`src/rtl/la_wb_master.sv`:
```
// la_wb_master
// Wishbone classic (B4, non-pipelined) bus master. Each command accepted on
// the valid/ready command port becomes one Wishbone read or write cycle. The
// result (read data, or a timeout error) is returned on a valid/ready
// response port. Only one transaction is outstanding at a time.
//
// Ports
//   wb_clk_i, wb_rst_ni           clock, async-assert active-low reset
//   cmd_valid_i / cmd_ready_o     command handshake
//   cmd_we_i, cmd_adr_i,
//   cmd_dat_i, cmd_sel_i          command fields (latched on accept)
//   rsp_valid_o / rsp_ready_i     response handshake
//   rsp_dat_o, rsp_err_o          read data (0 for writes/errors), timeout flag
//   wbm_cyc_o, wbm_stb_o, wbm_we_o,
//   wbm_adr_o, wbm_dat_o, wbm_sel_o  Wishbone master outputs (all registered)
//   wbm_ack_i, wbm_dat_i          Wishbone slave acknowledge and read data
module la_wb_master #(
  parameter int TIMEOUT = 255,
  parameter int AW      = 32,
  parameter int DW      = 32
) (
  input  logic              wb_clk_i,
  input  logic              wb_rst_ni,
  input  logic              cmd_valid_i,
  output logic              cmd_ready_o,
  input  logic              cmd_we_i,
  input  logic [AW-1:0]     cmd_adr_i,
  input  logic [DW-1:0]     cmd_dat_i,
  input  logic [DW/8-1:0]   cmd_sel_i,
  output logic              rsp_valid_o,
  input  logic              rsp_ready_i,
  output logic [DW-1:0]     rsp_dat_o,
  output logic              rsp_err_o,
  output logic              wbm_cyc_o,
  output logic              wbm_stb_o,
  output logic              wbm_we_o,
  output logic [AW-1:0]     wbm_adr_o,
  output logic [DW-1:0]     wbm_dat_o,
  output logic [DW/8-1:0]   wbm_sel_o,
  input  logic              wbm_ack_i,
  input  logic [DW-1:0]     wbm_dat_i
);

  // Counter wide enough to hold TIMEOUT, never narrower than one bit.
  localparam int CW = ($clog2(TIMEOUT + 1) < 1) ? 1 : $clog2(TIMEOUT + 1);
  localparam logic [CW-1:0] CNT_LAST = CW'((TIMEOUT > 0) ? (TIMEOUT - 1) : 0);

  typedef enum logic [1:0] {
    S_IDLE = 2'd0,
    S_BUS  = 2'd1,
    S_RESP = 2'd2
  } state_t;

  state_t            r_state;
  state_t            w_state_next;
  logic              w_accept;
  logic              w_ack;
  logic              w_tout;

  logic [CW-1:0]     r_cnt;
  logic              r_cmd_ready;
  logic              r_cyc;
  logic              r_we;
  logic [AW-1:0]     r_adr;
  logic [DW-1:0]     r_dat;
  logic [DW/8-1:0]   r_sel;
  logic              r_rsp_valid;
  logic [DW-1:0]     r_rsp_dat;
  logic              r_rsp_err;

  // State register
  always_ff @(posedge wb_clk_i or negedge wb_rst_ni) begin
    if (!wb_rst_ni) begin
      r_state <= S_IDLE;
    end else begin
      r_state <= w_state_next;
    end
  end

  // Next-state logic
  always_comb begin
    w_state_next = r_state;
    w_accept     = 1'b0;
    w_ack        = 1'b0;
    w_tout       = 1'b0;
    case (r_state)
      S_IDLE: begin
        if (cmd_valid_i && r_cmd_ready) begin
          w_accept     = 1'b1;
          w_state_next = S_BUS;
        end
      end
      S_BUS: begin
        if (wbm_ack_i) begin
          w_ack        = 1'b1;
          w_state_next = S_RESP;
        end else if ((TIMEOUT != 0) && (r_cnt == CNT_LAST)) begin
          // Counter value k at a BUS edge means k+1 bus cycles have elapsed,
          // so aborting at TIMEOUT-1 keeps cyc/stb up for exactly TIMEOUT.
          w_tout       = 1'b1;
          w_state_next = S_RESP;
        end
      end
      S_RESP: begin
        if (rsp_ready_i) begin
          w_state_next = S_IDLE;
        end
      end
      default: w_state_next = S_IDLE;
    endcase
  end

  // Datapath and registered outputs. Handshake/strobe flags are computed
  // from the next state so each output is a flop, not a state decode.
  always_ff @(posedge wb_clk_i or negedge wb_rst_ni) begin
    if (!wb_rst_ni) begin
      r_cnt       <= '0;
      r_cmd_ready <= 1'b1;
      r_cyc       <= 1'b0;
      r_we        <= 1'b0;
      r_adr       <= '0;
      r_dat       <= '0;
      r_sel       <= '0;
      r_rsp_valid <= 1'b0;
      r_rsp_dat   <= '0;
      r_rsp_err   <= 1'b0;
    end else begin
      r_cmd_ready <= (w_state_next == S_IDLE);
      r_cyc       <= (w_state_next == S_BUS);
      r_rsp_valid <= (w_state_next == S_RESP);

      if (w_accept) begin
        r_we  <= cmd_we_i;
        r_adr <= cmd_adr_i;
        r_dat <= cmd_dat_i;
        r_sel <= cmd_sel_i;
        r_cnt <= '0;
      end else if (r_state == S_BUS && !w_ack && !w_tout) begin
        // Saturate rather than wrap; only matters when TIMEOUT is 0.
        if (r_cnt != {CW{1'b1}}) begin
          r_cnt <= r_cnt + 1'b1;
        end
      end

      if (w_ack) begin
        r_rsp_dat <= r_we ? '0 : wbm_dat_i;
        r_rsp_err <= 1'b0;
      end else if (w_tout) begin
        r_rsp_dat <= '0;
        r_rsp_err <= 1'b1;
      end
    end
  end

  assign cmd_ready_o = r_cmd_ready;
  assign rsp_valid_o = r_rsp_valid;
  assign rsp_dat_o   = r_rsp_dat;
  assign rsp_err_o   = r_rsp_err;
  assign wbm_cyc_o   = r_cyc;
  assign wbm_stb_o   = r_cyc;
  assign wbm_we_o    = r_we;
  assign wbm_adr_o   = r_adr;
  assign wbm_dat_o   = r_dat;
  assign wbm_sel_o   = r_sel;

endmodule
```
`config.mk`:
```
export PLATFORM = sky130hd
export DESIGN_NAME = la_wb_master
export DESIGN_NICKNAME = d
export VERILOG_FILES = /design/src/rtl/la_wb_master.sv
export SDC_FILE = /design/constraint.sdc
export NUM_CORES = 1
export LEC_CHECK = 0
export ABC_AREA = 1
export BUFFER_PORTS_ARGS = -buffer_cell sky130_fd_sc_hd__buf_2
export CAP_MARGIN = 25
export CORE_MARGIN = 2
export CORE_UTILIZATION = 47
export CTS_CLUSTER_SIZE = 12
export DETAILED_ROUTE_END_ITERATION = 8
export PLACE_DENSITY = 0.77
export SLEW_MARGIN = 5
export SYNTH_ARGS = -nofsm -noshare
export SYNTH_HDL_FRONTEND = slang
export SYNTH_SLANG_ARGS = --single-unit
```
`constraint.sdc`:
```
create_clock -name wb_clk_i -period 1.69 [get_ports wb_clk_i]
set_input_delay 0.169 -clock wb_clk_i [delete_from_list [all_inputs] [get_ports wb_clk_i]]
set_output_delay 0.169 -clock wb_clk_i [all_outputs]
set_load 0.005 [all_outputs]
```
==> summary.txt <==
Synth
  • Synth cell types: 25
  • Synth Flop Type: dfrtp_1
  • Seq/Total Area, Yosys: 0.600
  • Most common cell in the synthesized netlist: nand2_1
  • Main area contributors after synthesis: dfrtp_1, nand2_1, nand3_1, o21ai_1, buf_4
  • Mapped Area: 4800 sq um
  • FFs w/ async S/R, synth: 1.00
  • Post-Synthesis Cells: 544
  • Net Count, Synth: 652
  • Area share of the largest cell type after synthesis: 0.594
  • Top post-synthesis cells by count: nand2_1, dfrtp_1, nand3_1
  • Number of synthesized flops with an enable pin: 0
  • Syn Area/Cell: 8.83 sq um
  • YS warnings: 0
  • Synth area leader: dfrtp_1
  • FF+latch count, synth: 115

Worst setup path
  • Kind of critical path: reg2reg
  • Startpoint types: register
  • WP data required: 2.04 ns
  • Critical path data arrival time: 1.93 ns
  • Critical path fanouts, max: 35
  • Crit end category: register

Timing
  • Fin crit period: 1.58 ns
  • Clock Skew: 0.00592 ns
  • Rel. slew slack: 0.712
  • Fin Setup TNS: 0 ns
  • Setup Viol. Count Final: 0
  • Slew @ Worst Pin: 0.432 ns
  • Part of the cycle the worst path needs: 0.937
  • Slew Limit Fails: 0
  • WHS: 0.0307 ns
  • RSZ-0062 raised after global routing: false
  • Endpoints failing hold: 0
  • Max Fclk: 631 MHz

Floorplan
  • # IOs: 212
  • Die H: 105 um
  • DIE AREA: 11000 sq um
  • Core Region: 9860 sq um
  • Chip width: 105 um
  • Starting density of the core: 0.487
  • Row Count: 36

Routing
  • Via/cell ratio: 4.96
  • Iteration-0 DRC Markers: 279
  • Routed wire length: 14800 um
  • Remaining antenna violation count: 0
  • Mean routed wirelength per cell: 14.7 um
  • # DRC: 0
  • Drt first pass iters: 5
  • Vias post-DR: 4985

Global routing
  • First-pass GRT wire length: 24400 um
  • Initial antenna violation count: 0
  • Vias in the first global route: 5215
  • All-Layer GR Usage: 0.277
  • Grt ovf: 0
  • Largest net degree at the start of global routing: 40

Finish
  • P&R area growth vs syn: 59.9%
  • Non-Filler Instances: 1006
  • Final Util: 0.778
  • Number of diodes: 0
  • Final nets: 969
  • # fillers: 630
  • Layout cells sized above 1: 0.312

Placed design
  • Detail Placement HPWL: 8440 um
  • Number of I/O port buffers: 211
  • Cell count after placement: 872
  • Placer Congestion: 0.846

Outcome
  • Outcome: finished clean

Hold path
  • Worst Hold Class: in2reg

Power
  • Pwr dens: 1660 nW/um^2
  • Total Power: 12800 uW
  • Peak supply drop: 0.827 mV
  • Lkg Pwr: 0.00417 uW

Clocking
  • Clock Sinks: 115
  • Post-CTS Setup Inserts: 0
  • Clk root buf: clkbuf_8
  • Max Root-Sink Buffers: 2
  • # H-tree levels: 4
  • CTS tree: built
  • Clock latency on the worst-skew pair: 0.50 ns
  • Clk slew on worst S/H paths: 0.06 ns
  • Inserted Clock Buffers: 17

Job
  • Max_cap viols: 0
==> worst max-delay path, stage by stage (launching register included) <==
cell and delay (ns):
dfrtp_1 0.43, inv_1 0.13, ha_1 0.18, inv_1 0.07, nor2_4 0.14, nand3_4 0.09
buf_12 0.17, nand3_1 0.09, o21ai_0 0.13
==> path summary, 6_finish.rpt <==
kind | from | endpoint | slack [ns] | depth (start not counted)
max | r_cnt[0] | rsp_dat_o[31] | 0.11 | 8
min in group asynchronous | wb_rst_ni | wbm_adr_o[0] | 0.15 | 2
min reg2reg | wbm_sel_o[2] | wbm_sel_o[2] | 0.47 | 2
max reg2reg | r_cnt[0] | rsp_dat_o[31] | 0.11 | 8
min | wbm_ack_i | wbm_cyc_o | 0.03 | 4
max in group asynchronous | wb_rst_ni | cmd_ready_o | 0.92 | 3
==> metal layers <==
layer	part of all wire	track usage	vias to the layer above
li1	-	-	2330
met1	0.39	0.324	2365
met2	0.52	0.477	248
met3	0.068	0.0749	42
met4	0.030	0.121	0
met5	0	0	-
==> placed cells by master, fill, tap and decap left out, drive strengths merged <==
master       synthesis  final
dfrtp              114    114
dlygate4sd3          0    103
inv                 14     14
dfstp                1      1
a21oi                1      1
o21bai               3      3
o211ai               2      2
clkbuf               5     21
xor2                 1      1
buf                 24    224
nand4                1      1
nand2              287    287
nand3b               1      1
bufinv               0      5
nand3               41     41
clkinvlp             0      1
ha                   2      2
clkinv               0      4
nor2                15     15
o21ai               32     32
==> cell type report <==
class,instances,area [sq um],area share
tap,133,166,0.0217
clock inverter,10,178,0.0231
inverter,14,52.6,0.00684
sequential,115,2880,0.375
timing repair buffer,327,2250,0.293
multi-input combinational,386,1680,0.219
clock buffer,21,469,0.0611
==> sequential cells by signal, indices dropped and copies added (netlist names) <==
name / count
wbm_dat_o: 32
wbm_adr_o: 32
rsp_err_o: 1
r_state: 2
rsp_valid_o: 1
rsp_dat_o: 32
cmd_ready_o: 1
wbm_we_o: 1
wbm_cyc_o: 1
r_cnt: 8
wbm_sel_o: 4
==> cells by family after synthesis <==
group,Yosys count,synth area share
XOR/XNOR,1,0.00182
flip-flops,115,0.600
adder cells (fa/ha/maj),2,0.00521
AO/OA/AOI/OAI,38,0.0430
AND/OR/NAND/NOR,345,0.300
buffers and inverters,43,0.0498
==> report_power, final <==
part	switching [uW]	internal, uW	leakage [uW]
logic	2380	1870	0.00239
clock network	1190	2680	0.000320
registers	700	3960	0.00145
total	4270	8510	0.00417
==> per-stage QoR <==
step	setup slack [ns]	instance area (sq um)
after floorplan	0.355	4800
after detailed placement	0.176	6000
final	0.106	7680
after global placement	0.267	6000
after CTS	0.134	7680
after global routing	0.0109	7680
==> what timing repair did <==
action | in CTS | in global routing
hold buffers | 103 | 0
resized for setup | 0 | 0
hold endpoints to repair | 217 | 0
Note: power is estimated with default switching activity, not from simulation.
